$ cat config.mk
export PLATFORM = sky130hd
export DESIGN_NAME = frontend_port_arbiter
export DESIGN_NICKNAME = d
export VERILOG_FILES = /design/src/rtl/frontend_port_arbiter_pkg.sv /design/src/rtl/frontend_tag_fifo.sv /design/src/rtl/frontend_port_arbiter.sv
export SDC_FILE = /design/constraint.sdc
export NUM_CORES = 1
export LEC_CHECK = 0
export CAP_MARGIN = 15
export CORE_AREA = 10 10 263 265
export CTS_CLUSTER_SIZE = 30
export DETAILED_ROUTE_END_ITERATION = 10
export DIE_AREA = 0 0 273 275
export SYNTH_ARGS = -nofsm -noshare
export SYNTH_HDL_FRONTEND = slang
export SYNTH_SLANG_ARGS = --single-unit
export TNS_END_PERCENT = 30
$ cat constraint.sdc
create_clock -name Clock -period 3.9 [get_ports Clock]
set_input_delay 0.975 -clock Clock [delete_from_list [all_inputs] [get_ports Clock]]
set_output_delay 0.975 -clock Clock [all_outputs]
set_load 0.01 [all_outputs]
$ cat src/rtl/frontend_port_arbiter_pkg.sv
// Shared definitions for the multi-port ORAM front end: backend command
// encodings, command-class helpers, arbiter FSM states and a log2 helper.
package frontend_port_arbiter_pkg;

   localparam int BECMD_W = 2;

   localparam logic [BECMD_W-1:0] BECMD_Update  = 2'd0;
   localparam logic [BECMD_W-1:0] BECMD_Append  = 2'd1;
   localparam logic [BECMD_W-1:0] BECMD_Read    = 2'd2;
   localparam logic [BECMD_W-1:0] BECMD_ReadRmv = 2'd3;

   typedef enum logic [1:0] {
      ST_Idle  = 2'd0,
      ST_Cmd   = 2'd1,
      ST_Store = 2'd2
   } fe_state_t;

   // Read-type commands return a block of load beats.
   function automatic logic is_read_type(input logic [BECMD_W-1:0] cmd);
      return (cmd == BECMD_Read) || (cmd == BECMD_ReadRmv);
   endfunction

   // Write-type commands carry a block of store beats.
   function automatic logic is_write_type(input logic [BECMD_W-1:0] cmd);
      return (cmd == BECMD_Update) || (cmd == BECMD_Append);
   endfunction

   // Ceiling log2, never less than 1 so it can size any index vector.
   function automatic int log2c(input int n);
      int r;
      r = 1;
      while ((1 << r) < n) r = r + 1;
      return r;
   endfunction

endpackage

$ cat src/rtl/frontend_tag_fifo.sv
// Tag FIFO holding the originating port of each outstanding read-type
// command, in issue order. Depth must be a power of two so the pointers
// wrap naturally.
module frontend_tag_fifo
   import frontend_port_arbiter_pkg::*;
#(
   parameter int Depth = 4,
   parameter int Width = 2
) (
   input  logic                  Clock,
   input  logic                  Reset,
   input  logic                  push,
   input  logic [Width-1:0]      push_tag,
   input  logic                  pop,
   output logic [Width-1:0]      head,
   output logic [log2c(Depth):0] count,
   output logic                  full,
   output logic                  empty
);

   localparam int AW = log2c(Depth);

   logic [Width-1:0] mem [Depth];
   logic [AW-1:0]    wr_ptr;
   logic [AW-1:0]    rd_ptr;
   logic             do_push;
   logic             do_pop;

   assign empty   = (count == '0);
   assign full    = (count == (AW+1)'(Depth));
   assign do_push = push && !full;
   assign do_pop  = pop && !empty;
   assign head    = mem[rd_ptr];

   // Pointer and occupancy tracking; simultaneous push and pop leave count unchanged.
   always_ff @(posedge Clock or negedge Reset) begin
      if (!Reset) begin
         wr_ptr <= '0;
         rd_ptr <= '0;
         count  <= '0;
      end else begin
         if (do_push) wr_ptr <= wr_ptr + 1'b1;
         if (do_pop)  rd_ptr <= rd_ptr + 1'b1;
         case ({do_push, do_pop})
            2'b10:   count <= count + 1'b1;
            2'b01:   count <= count - 1'b1;
            default: count <= count;
         endcase
      end
   end

   // Tag storage; contents are don't-care until written.
   always_ff @(posedge Clock) begin
      if (do_push) mem[wr_ptr] <= push_tag;
   end

endmodule

$ cat src/rtl/frontend_port_arbiter.sv
// Multi-port front end ahead of a single UORAM command/data interface.
// One command is issued at a time; store bursts pass through from the
// granted port, load bursts are routed back using an in-order tag FIFO.
// Optional build macro FRONTEND_ARB_PRIO0_EN: port 0 wins whenever it is
// eligible, remaining ports share round-robin. Default is plain round-robin.
// Reset is asynchronous, active-low.
//
// state    | meaning
// ST_Idle  | arbitrate; grant and latch the winning port's command
// ST_Cmd   | present latched command until the controller accepts it
// ST_Store | pass the locked port's store burst through to the controller
module frontend_port_arbiter
   import frontend_port_arbiter_pkg::*;
#(
   parameter int NumPorts   = 4,
   parameter int ORAMU      = 32,
   parameter int ORAMB      = 512,
   parameter int FEDWidth   = 64,
   parameter int DMWidth    = 8,
   parameter int BECMDWidth = 2,
   parameter int TagDepth   = 4
) (
   input  logic                           Clock,
   input  logic                           Reset,
   input  logic [NumPorts-1:0]            CmdInValid,
   output logic [NumPorts-1:0]            CmdInReady,
   input  logic [NumPorts*BECMDWidth-1:0] CmdIn,
   input  logic [NumPorts*ORAMU-1:0]      ProgAddrIn,
   input  logic [NumPorts*DMWidth-1:0]    WMaskIn,
   input  logic [NumPorts-1:0]            DataInValid,
   output logic [NumPorts-1:0]            DataInReady,
   input  logic [NumPorts*FEDWidth-1:0]   DataIn,
   output logic [NumPorts-1:0]            ReturnDataValid,
   input  logic [NumPorts-1:0]            ReturnDataReady,
   output logic [FEDWidth-1:0]            ReturnData,
   output logic                           CmdOutValid,
   input  logic                           CmdOutReady,
   output logic [BECMDWidth-1:0]          CmdOut,
   output logic [ORAMU-1:0]               AddrOut,
   output logic [DMWidth-1:0]             WMaskOut,
   output logic                           StoreDataValid,
   input  logic                           StoreDataReady,
   output logic [FEDWidth-1:0]            StoreData,
   input  logic                           LoadDataValid,
   output logic                           LoadDataReady,
   input  logic [FEDWidth-1:0]            LoadData
);

   localparam int BlockBeats = ORAMB / FEDWidth;
   localparam int PortW      = log2c(NumPorts);
   localparam int BeatW      = log2c(BlockBeats);
   localparam int TagCntW    = log2c(TagDepth) + 1;

   fe_state_t            state;
   logic [PortW-1:0]     rr_ptr;
   logic [PortW-1:0]     port_q;
   logic [PortW-1:0]     winner;
   logic [PortW:0]       cand;
   logic                 found;
   logic [NumPorts-1:0]  elig;
   logic [BeatW-1:0]     store_cnt;
   logic [BeatW-1:0]     load_cnt;
   logic [PortW-1:0]     head_tag;
   logic [TagCntW-1:0]   tag_count;
   logic                 tag_full;
   logic                 tag_empty;
   logic                 tag_push;
   logic                 tag_pop;
   logic                 tags_exhausted;
   logic                 store_fire;
   logic                 load_fire;

   assign tags_exhausted = (tag_count == TagCntW'(TagDepth));

   // Eligible ports: any valid write-type, read-type only while tags remain.
   always_comb begin
      elig = '0;
      for (int i = 0; i < NumPorts; i++) begin
         elig[i] = CmdInValid[i] &&
                   (!tags_exhausted || is_write_type(CmdIn[i*BECMDWidth +: BECMDWidth]));
      end
   end

   // Rotating search starting at rr_ptr (port 0 pre-empts when priority mode is built in).
   always_comb begin
      winner = '0;
      found  = 1'b0;
      cand   = '0;
`ifdef FRONTEND_ARB_PRIO0_EN
      if (elig[0]) begin
         winner = '0;
         found  = 1'b1;
      end
`endif
      for (int k = 0; k < NumPorts; k++) begin
         cand = {1'b0, rr_ptr} + (PortW+1)'(k);
         if (cand >= (PortW+1)'(NumPorts)) cand = cand - (PortW+1)'(NumPorts);
`ifdef FRONTEND_ARB_PRIO0_EN
         if (!found && (cand != '0) && elig[cand[PortW-1:0]]) begin
`else
         if (!found && elig[cand[PortW-1:0]]) begin
`endif
            winner = cand[PortW-1:0];
            found  = 1'b1;
         end
      end
   end

   // Command FSM: grant, issue, then carry the store burst for write-types.
   always_ff @(posedge Clock or negedge Reset) begin
      if (!Reset) begin
         state     <= ST_Idle;
         rr_ptr    <= '0;
         port_q    <= '0;
         CmdOut    <= '0;
         AddrOut   <= '0;
         WMaskOut  <= '0;
         store_cnt <= '0;
      end else begin
         case (state)
            ST_Idle: begin
               if (found) begin
                  port_q   <= winner;
                  CmdOut   <= CmdIn[int'(winner)*BECMDWidth +: BECMDWidth];
                  AddrOut  <= ProgAddrIn[int'(winner)*ORAMU +: ORAMU];
                  WMaskOut <= WMaskIn[int'(winner)*DMWidth +: DMWidth];
                  rr_ptr   <= (winner == PortW'(NumPorts-1)) ? '0 : winner + 1'b1;
                  state    <= ST_Cmd;
               end
            end
            ST_Cmd: begin
               if (CmdOutReady) begin
                  if (is_read_type(CmdOut)) begin
                     state <= ST_Idle;
                  end else begin
                     store_cnt <= '0;
                     state     <= ST_Store;
                  end
               end
            end
            ST_Store: begin
               if (store_fire) begin
                  if (store_cnt == BeatW'(BlockBeats-1)) begin
                     store_cnt <= '0;
                     state     <= ST_Idle;
                  end else begin
                     store_cnt <= store_cnt + 1'b1;
                  end
               end
            end
            default: state <= ST_Idle;
         endcase
      end
   end

   // Command-side handshakes and store passthrough from the locked port.
   always_comb begin
      CmdInReady     = '0;
      DataInReady    = '0;
      StoreDataValid = 1'b0;
      StoreData      = '0;
      if (state == ST_Idle && found) CmdInReady[winner] = 1'b1;
      if (state == ST_Store) begin
         StoreDataValid      = DataInValid[port_q];
         StoreData           = DataIn[int'(port_q)*FEDWidth +: FEDWidth];
         DataInReady[port_q] = StoreDataReady;
      end
   end

   assign CmdOutValid = (state == ST_Cmd);
   assign store_fire  = StoreDataValid && StoreDataReady;
   assign tag_push    = CmdOutValid && CmdOutReady && is_read_type(CmdOut) && !tag_full;

   // Load return routing to the head tag; stalls when nothing is outstanding.
   always_comb begin
      ReturnDataValid = '0;
      LoadDataReady   = 1'b0;
      ReturnData      = '0;
      if (!tag_empty) begin
         ReturnDataValid[head_tag] = LoadDataValid;
         LoadDataReady             = ReturnDataReady[head_tag];
         ReturnData                = LoadData;
      end
   end

   assign load_fire = LoadDataValid && LoadDataReady;
   assign tag_pop   = load_fire && (load_cnt == BeatW'(BlockBeats-1));

   // Load beat counter; the last beat of a block retires its tag.
   always_ff @(posedge Clock or negedge Reset) begin
      if (!Reset) begin
         load_cnt <= '0;
      end else if (load_fire) begin
         load_cnt <= tag_pop ? '0 : load_cnt + 1'b1;
      end
   end

   frontend_tag_fifo #(
      .Depth (TagDepth),
      .Width (PortW)
   ) u_tag_fifo (
      .Clock    (Clock),
      .Reset    (Reset),
      .push     (tag_push),
      .push_tag (port_q),
      .pop      (tag_pop),
      .head     (head_tag),
      .count    (tag_count),
      .full     (tag_full),
      .empty    (tag_empty)
   );

endmodule

[Yosys cells after proc, flatten, opt, wreduce, memory -nomap -nowiden]
Memory sizes are Yosys's and may differ from the RTL's.
Cells that the tools add are included.
Cells by class
  mux-type cells: 53
  equality and inequality tests: 19
  order comparisons: 14
  $add $sub $neg: 14
  shifts and indexed selects: 4
  reductions and logical operators: 44
  bitwise gates (word level): 2
Operators with widths (number)
  indexed part select 256 x 9 -> 64 bit: 1
  2-to-1 mux 64 bit: 2
  indexed part select 128 x 8 -> 32 bit: 1
  indexed part select 32 x 6 -> 8 bit: 1
  2-to-1 mux 2 bit: 14
  < comparator 2 x 3 -> 1 bit (second input constant): 7
  logical AND 1 bit: 19
  2-to-1 mux 1 bit: 17
  2-to-1 mux 3 bit: 5
  binary-select mux 1 bit (select 2 bit): 6
  == test 2 x 1 -> 1 bit (second input constant): 6
  2-to-1 mux 4 bit: 3
  case mux 3 bit (2 select lines): 2
  == test 2 bit (second input constant): 5
  logical NOT 2 bit: 5
  adder 3 x 1 -> 3 bit (second input constant): 3
  == test 3 bit (second input constant): 3
  >= comparator 3 bit (second input constant): 3
  logical OR 1 bit: 9
  bitwise AND 4 bit: 2
  inequality test 2 bit (second input constant): 4
  AND reduction 4 bit: 2
  indexed part select 8 x 4 -> 2 bit: 1
  subtractor 2 x 1 -> 2 bit (second input constant): 4
  other kinds (13): 25
Word-level totals
  bits of input ports: 505
  register bits after elaboration: 61
  memories: 1
  RAM bits: 8
  word-level logic and storage cells: 162
Memory list
  u_tag_fifo.mem: depth 4, bits a word 2, read ports 1, clocked after Yosys merged registers in 0, wr ports 1, line frontend_tag_fifo.sv:23  | logic [Width-1:0] mem [Depth];

[Longest topological paths before layout]
Gate-level depths: netlist of run 1.
  word-level depth: 21
  gate-level depth with buffers: 11

[Cells and area by module]
From an unflattened synthesis of run 1, not the netlist that was laid out.
Second synthesis, totals
  cell total of the unflattened synthesis: 601
  area total of the unflattened synthesis: 6555.0 µm²
By module, submodules not included
  frontend_port_arbiter: seq. area each 1351.3 µm², cells an instance 554, times used 1, area an instance 5829.3 µm²
  frontend_tag_fifo: seq. area each 415.4 µm², cells an instance 47, times used 1, area an instance 725.7 µm²

[Worst setup path after synthesis of run 1]
OpenSTA, ideal clock, no wires.
  kind: input to output
  from: in CmdIn[5]
  to: out CmdInReady[3]
  buffers on the path: 3
  stages on the path: 10
  arrival: 2.287 ns
  path slack: 0.638 ns
  required time: 2.925 ns
  cell sequence: nand4bb_1 > and4b_1 > a21oi_1 > o311ai_1 > buf_4 > buf_8 > buf_12 > inv_2 > ha_1 > and2_1
Between the ends
  cells in the longest elaborated chain, start to end: 21
  elaborated cells between the ends (all ways): 34
Ends and longest elaborated chain
  start, declared: line frontend_port_arbiter.sv:27  | input logic [NumPorts*BECMDWidth-1:0] CmdIn,
  == test 2 x 1 -> 1 bit / logical NOT 2 bit (equally long branches): line frontend_port_arbiter_pkg.sv:25  | return (cmd == BECMD_Update) || (cmd == BECMD_Append);
  logical OR 1 bit (*): line frontend_port_arbiter_pkg.sv:25
  logical OR 1 bit (*): line frontend_port_arbiter.sv:80  | (!tags_exhausted || is_write_type(CmdIn[i*BECMDWidth +: BECMDWidth]));
  logical AND 1 bit (*): line frontend_port_arbiter.sv:79  | elig[i] = CmdInValid[i] &&
  binary-select mux 1 bit (select 2 bit): line frontend_port_arbiter.sv:101  | if (!found && elig[cand[PortW-1:0]]) begin
  2-to-1 mux 1 bit (not written as such): line frontend_port_arbiter.sv:101
  2-to-1 mux 1 bit: line frontend_port_arbiter.sv:101
  logical NOT 1 bit: line frontend_port_arbiter.sv:101
  [... 6 more ...]
  logical AND 1 bit: line frontend_port_arbiter.sv:101
  2-to-1 mux 2 bit (*): line frontend_port_arbiter.sv:101
  named net winner[0]: line frontend_port_arbiter.sv:57  | logic [PortW-1:0] winner;
  < comparator 2 x 3 -> 1 bit (not written as such) / >= comparator 2 x 1 -> 1 bit (equally long branches): line frontend_port_arbiter.sv:162  | if (state == ST_Idle && found) CmdInReady[winner] = 1'b1;
  logical AND 1 bit (not written as such): line frontend_port_arbiter.sv:162
  2-to-1 mux 1 bit (not written as such): line frontend_port_arbiter.sv:162
  demux 1 bit (select 2 bit) (*): line frontend_port_arbiter.sv:162
  2-to-1 mux 4 bit (*): line frontend_port_arbiter.sv:162
  end, declared: line frontend_port_arbiter.sv:26  | output logic [NumPorts-1:0] CmdInReady,
The timed path passes the listed nets; every way through them passes the cells marked *. The select of a mux whose other input is x is not followed.

[Worst setup path in the final report of run 1]
  from: reg u_tag_fifo.count[0]
  to: reg rr_ptr[0]
Between the ends
  cells in the longest elaborated chain, start to end: 18
  elaborated cells between the ends (all ways): 36
Ends and longest elaborated chain
  start, declared: line frontend_tag_fifo.sv:16  | output logic [log2c(Depth):0] count,
  start signal, assigned: line frontend_tag_fifo.sv:45  | 2'b10: count <= count + 1'b1;
  start signal, assigned: line frontend_tag_fifo.sv:46  | 2'b01: count <= count - 1'b1;
  start signal, assigned: line frontend_tag_fifo.sv:47  | default: count <= count;
  == test 3 bit (*): line frontend_port_arbiter.sv:73  | assign tags_exhausted = (tag_count == TagCntW'(TagDepth));
  logical NOT 1 bit (*): line frontend_port_arbiter.sv:80
  logical OR 1 bit: line frontend_port_arbiter.sv:80
  logical AND 1 bit: line frontend_port_arbiter.sv:79
  binary-select mux 1 bit (select 2 bit): line frontend_port_arbiter.sv:101
  2-to-1 mux 1 bit (not written as such): line frontend_port_arbiter.sv:101
  2-to-1 mux 1 bit: line frontend_port_arbiter.sv:101
  logical NOT 1 bit: line frontend_port_arbiter.sv:101
  [... 3 more ...]
  logical AND 1 bit: line frontend_port_arbiter.sv:101
  2-to-1 mux 1 bit: line frontend_port_arbiter.sv:101
  logical NOT 1 bit: line frontend_port_arbiter.sv:101
  logical AND 1 bit: line frontend_port_arbiter.sv:101
  2-to-1 mux 2 bit (*): line frontend_port_arbiter.sv:101
  named net winner[0]: line frontend_port_arbiter.sv:57
  adder 2 x 1 -> 2 bit / == test 2 bit (equally long branches): line frontend_port_arbiter.sv:127  | rr_ptr <= (winner == PortW'(NumPorts-1)) ? '0 : winner + 1'b1;
  2-to-1 mux 2 bit (*): line frontend_port_arbiter.sv:127
  end signal, assigned: line frontend_port_arbiter.sv:127
  end, declared: line frontend_port_arbiter.sv:55  | logic [PortW-1:0] rr_ptr;
Marks and branches as above.
A chain may end at the register's enable or synchronous reset.

==> results.yml, run 1 <==
logic_synthesis:
  synthCells: 600
  ys_ff_latch: 69
  synth_flop_cell: "dfrtp_1"
  netlist_area_um2: 6580
  async_reset_ff_frac: 0.884
  avgSynthCellArea_um2: 11.0
  synth_fp_nets: 1119
  seq_area_frac_synth: 0.269
  ys_types: 51
  ys_warn_count: 0
  synth_edf_count: 8
worst_hold_path:
  hp-class: "reg2reg"
  hold_path_end: "AddrOut[30]"
  hp-start: "AddrOut[30]"
  hold_depth: 2
power:
  cellLeakagePower_nw: 5.85
  power_density_nw_per_um2: 526
  peakVddDrop_mv: 0.267
grt:
  grt_pass1_vias: 9033
  gr-total-overflow: 0
  grt_usage: 0.120
  antenna_found_initial: 5
  grt_max_degree: 69
  grt_pass1_wl_um: 66100
critical_path:
  ff2ff_path_depth: 24
  critPathCaptureType: "register"
  path_buf_inv: 20
  arrival_ns: 4.06
  cp_data_required_time_ns: 4.18
  path_max_fanout: 5
  rr_startpoint: "u_tag_fifo.count[0]"
  cpLargestDelayFamily: "buffers and inverters"
  critical-path-max-stage-delay_ns: 0.45
  crit_path_start_kind: "register"
  crit_top_cell: "buf_4"
  path_cells: "nor3b_4 -> buf_4 -> a21boi_4 -> o311ai_4 -> buf_12 -> inv_2 -> buf_4 -> buf_4 -> buf_4 -> buf_4 -> buf_4 -> buf_4 -> buf_4 -> buf_4 -> buf_4 -> buf_4 -> buf_4 -> buf_4 -> buf_4 -> buf_4 -> buf_4 -> buf_4 -> buf_4 -> a21oi_2"
  r2r_slack_ns: 0.12
  worstSetupPathType: "reg2reg"
  reg2reg_to: "rr_ptr[0]"
  slowest_stage: "dfrtp_1"
clocking:
  cts_tree: "yes"
  cts_htree_levels: 3
  clock_latency_ns: 0.35
  clock_path_buffers: 2
  clock_sink_count: 69
  cts_hold_buf: 0
  cts_made_buffers: 9
  clk_root_buffer_cell: "clkbuf_16"
  clk_pin_slew_ns: 0.07
floorplan:
  dieArea_um2: 75100
  die-height_um: 275
  ios: 690
  placementRows: 93
  die_x_um: 273
  coreArea_um2: 63900
  start_util: 0.103
layout:
  num-nets-final: 1822
  final_layout_size_suffix_gt1_frac: 0.128
  final_common_cell: "clkdlybuf4s50_1"
  final_cell_mix: "clkdlybuf4s50_1, and2_1, mux2i_1"
  fillers: 6698
  syn2layout_area_growth_pct: 131
placed_design:
  dpl.hpwl_um: 41700
  portBuffers: 689
  place.gp.congestion: 0.911
  preCtsSetupSlack_ns: -0.449
drt:
  final_antenna_net_count: 0
  wire_per_inst_um: 22.3
  drt_iter0_markers: 351
  viasPerCell: 3.71
  drc_errors: 0
  drt_wl_total_um: 48400
  vias: 8048
  firstDrtPassIters: 5
timing:
  worstMarginPinSlew_ns: 0.903
  fmax_ghz: 0.265
  slew-limit-headroom: 0.398
  drv_slew: 0
  min_period_ns: 3.78
  setup_violations: 0
  timing.hold.ws_ns: 0.489
  final.period_utilization: 0.969
  finalHoldViolCount: 0
  worst_slack_ns: 0.122
  skew_ns: 0.00846
job:
  cap_violations: 0
outcome:
  status: "finished clean"
## worst max-delay path by stage
stage | slack [ns] | startpoint | endpoint | cells past startpoint
after floorplan | 0.64 | CmdIn[5] | CmdInReady[3] | 10
after global placement | -0.44 | CmdIn[5] | CmdInReady[1] | 9
after detailed placement | -0.45 | CmdIn[5] | CmdInReady[3] | 9
after CTS | -0.007 | CmdIn[1] | rr_ptr[0] | 24
after global routing | -0.01 | u_tag_fifo.count[0] | rr_ptr[0] | 24
final | 0.12 | u_tag_fifo.count[0] | rr_ptr[0] | 24
## stage by stage
step | instance area (um2) | TNS [ns] | cells | util | power, W
after floorplan | 6580 | 0 | 600 | - | 0.00410
after global placement | 14600 | -7.69 | 2123 | 0.228 | 0.00685
after detailed placement | 14600 | -8.85 | 2123 | 0.228 | 0.00693
after CTS | 15100 | -0.00697 | 2158 | 0.236 | 0.00809
after global routing | 15200 | -0.0139 | 2165 | 0.237 | 0.00853
final | 15200 | 0 | 2167 | 0.238 | 0.00798
## synth_stat cells, types with 6 or more instances
cell type	count	area (um2)
and2_1	138	863
nor2_1	9	33.8
clkbuf_1	22	82.6
nand2_1	53	199
mux2i_1	85	851
buf_1	6	22.5
inv_1	11	41.3
buf_2	15	75.1
edfxtp_1	8	240
o221ai_1	42	368
ha_1	13	163
dfrtp_1	61	1530
mux4_2	67	1510
## flip-flops by register name, indices dropped and copies added (netlist names)
| register | count |
|---|---|
| store_cnt | 3 |
| state | 2 |
| AddrOut | 32 |
| CmdOut | 2 |
| u_tag_fifo.rd_ptr | 2 |
| rr_ptr | 2 |
| u_tag_fifo.mem | 8 |
| u_tag_fifo.wr_ptr | 2 |
| WMaskOut | 8 |
| load_cnt | 3 |
| port_q | 2 |
| u_tag_fifo.count | 3 |
## layer usage
metal,GRT usage,wire (um),vias up
met1,0.139,19100,3909
met3,0.0478,4750,32
met5,0,9,-
li1,-,-,3652
met4,0.0243,627,2
met2,0.207,23900,453
## area by class of cell
class                      count  area, um2  area share
tap                          855       1070      0.0705
clock inverter                 6       93.8     0.00618
timing repair buffer         746       7410       0.489
multi-input combinational    464       4530       0.298
clock buffer                  10        239      0.0157
antenna                        4       10.0    0.000660
inverter                      13       51.3     0.00338
sequential                    69       1770       0.117
## worst reg2reg max path, delay by kind of cell (launching register included)
kind / cells / cell delay, ns
DFF: 1 / 0.45
and+or+nand+nor: 1 / 0.28
buffers and inverters: 20 / 2.47
AOI/OAI and AO/OA: 3 / 0.48
## cell families after synthesis
| group | after synthesis | share of synthesized area |
|---|---|---|
| buffers and inverters | 67 | 0.0542 |
| and+or+nand+nor | 222 | 0.192 |
| DFF | 69 | 0.269 |
| AOI/OAI and AO/OA | 68 | 0.0848 |
| muxes | 154 | 0.364 |
| adders and majority gates | 14 | 0.0278 |
| xor gates and xnor gates | 6 | 0.00799 |
## timing repair
item,4_1_cts,5_1_grt
pin swaps,3,6
cloned,0,0
gates resized for setup,19,13
buffers inserted,19,5
endpoints found under the setup margin,7,13
## where the power goes
group          switching [W]  internal [W]  total, W
Sequential          0.000316       0.00106   0.00138
Clock               0.000372      0.000583  0.000954
Combinational        0.00256       0.00309   0.00565
Total                0.00325       0.00473   0.00798
(Power assumes the default switching activity.)
==> run 2, diff against run 1 <==
Settings changed: GPL_TIMING_DRIVEN from default to 1.
==> results of run 2 <==
Same layout as run 1: the final DEF is identical, and so are final timing and power.
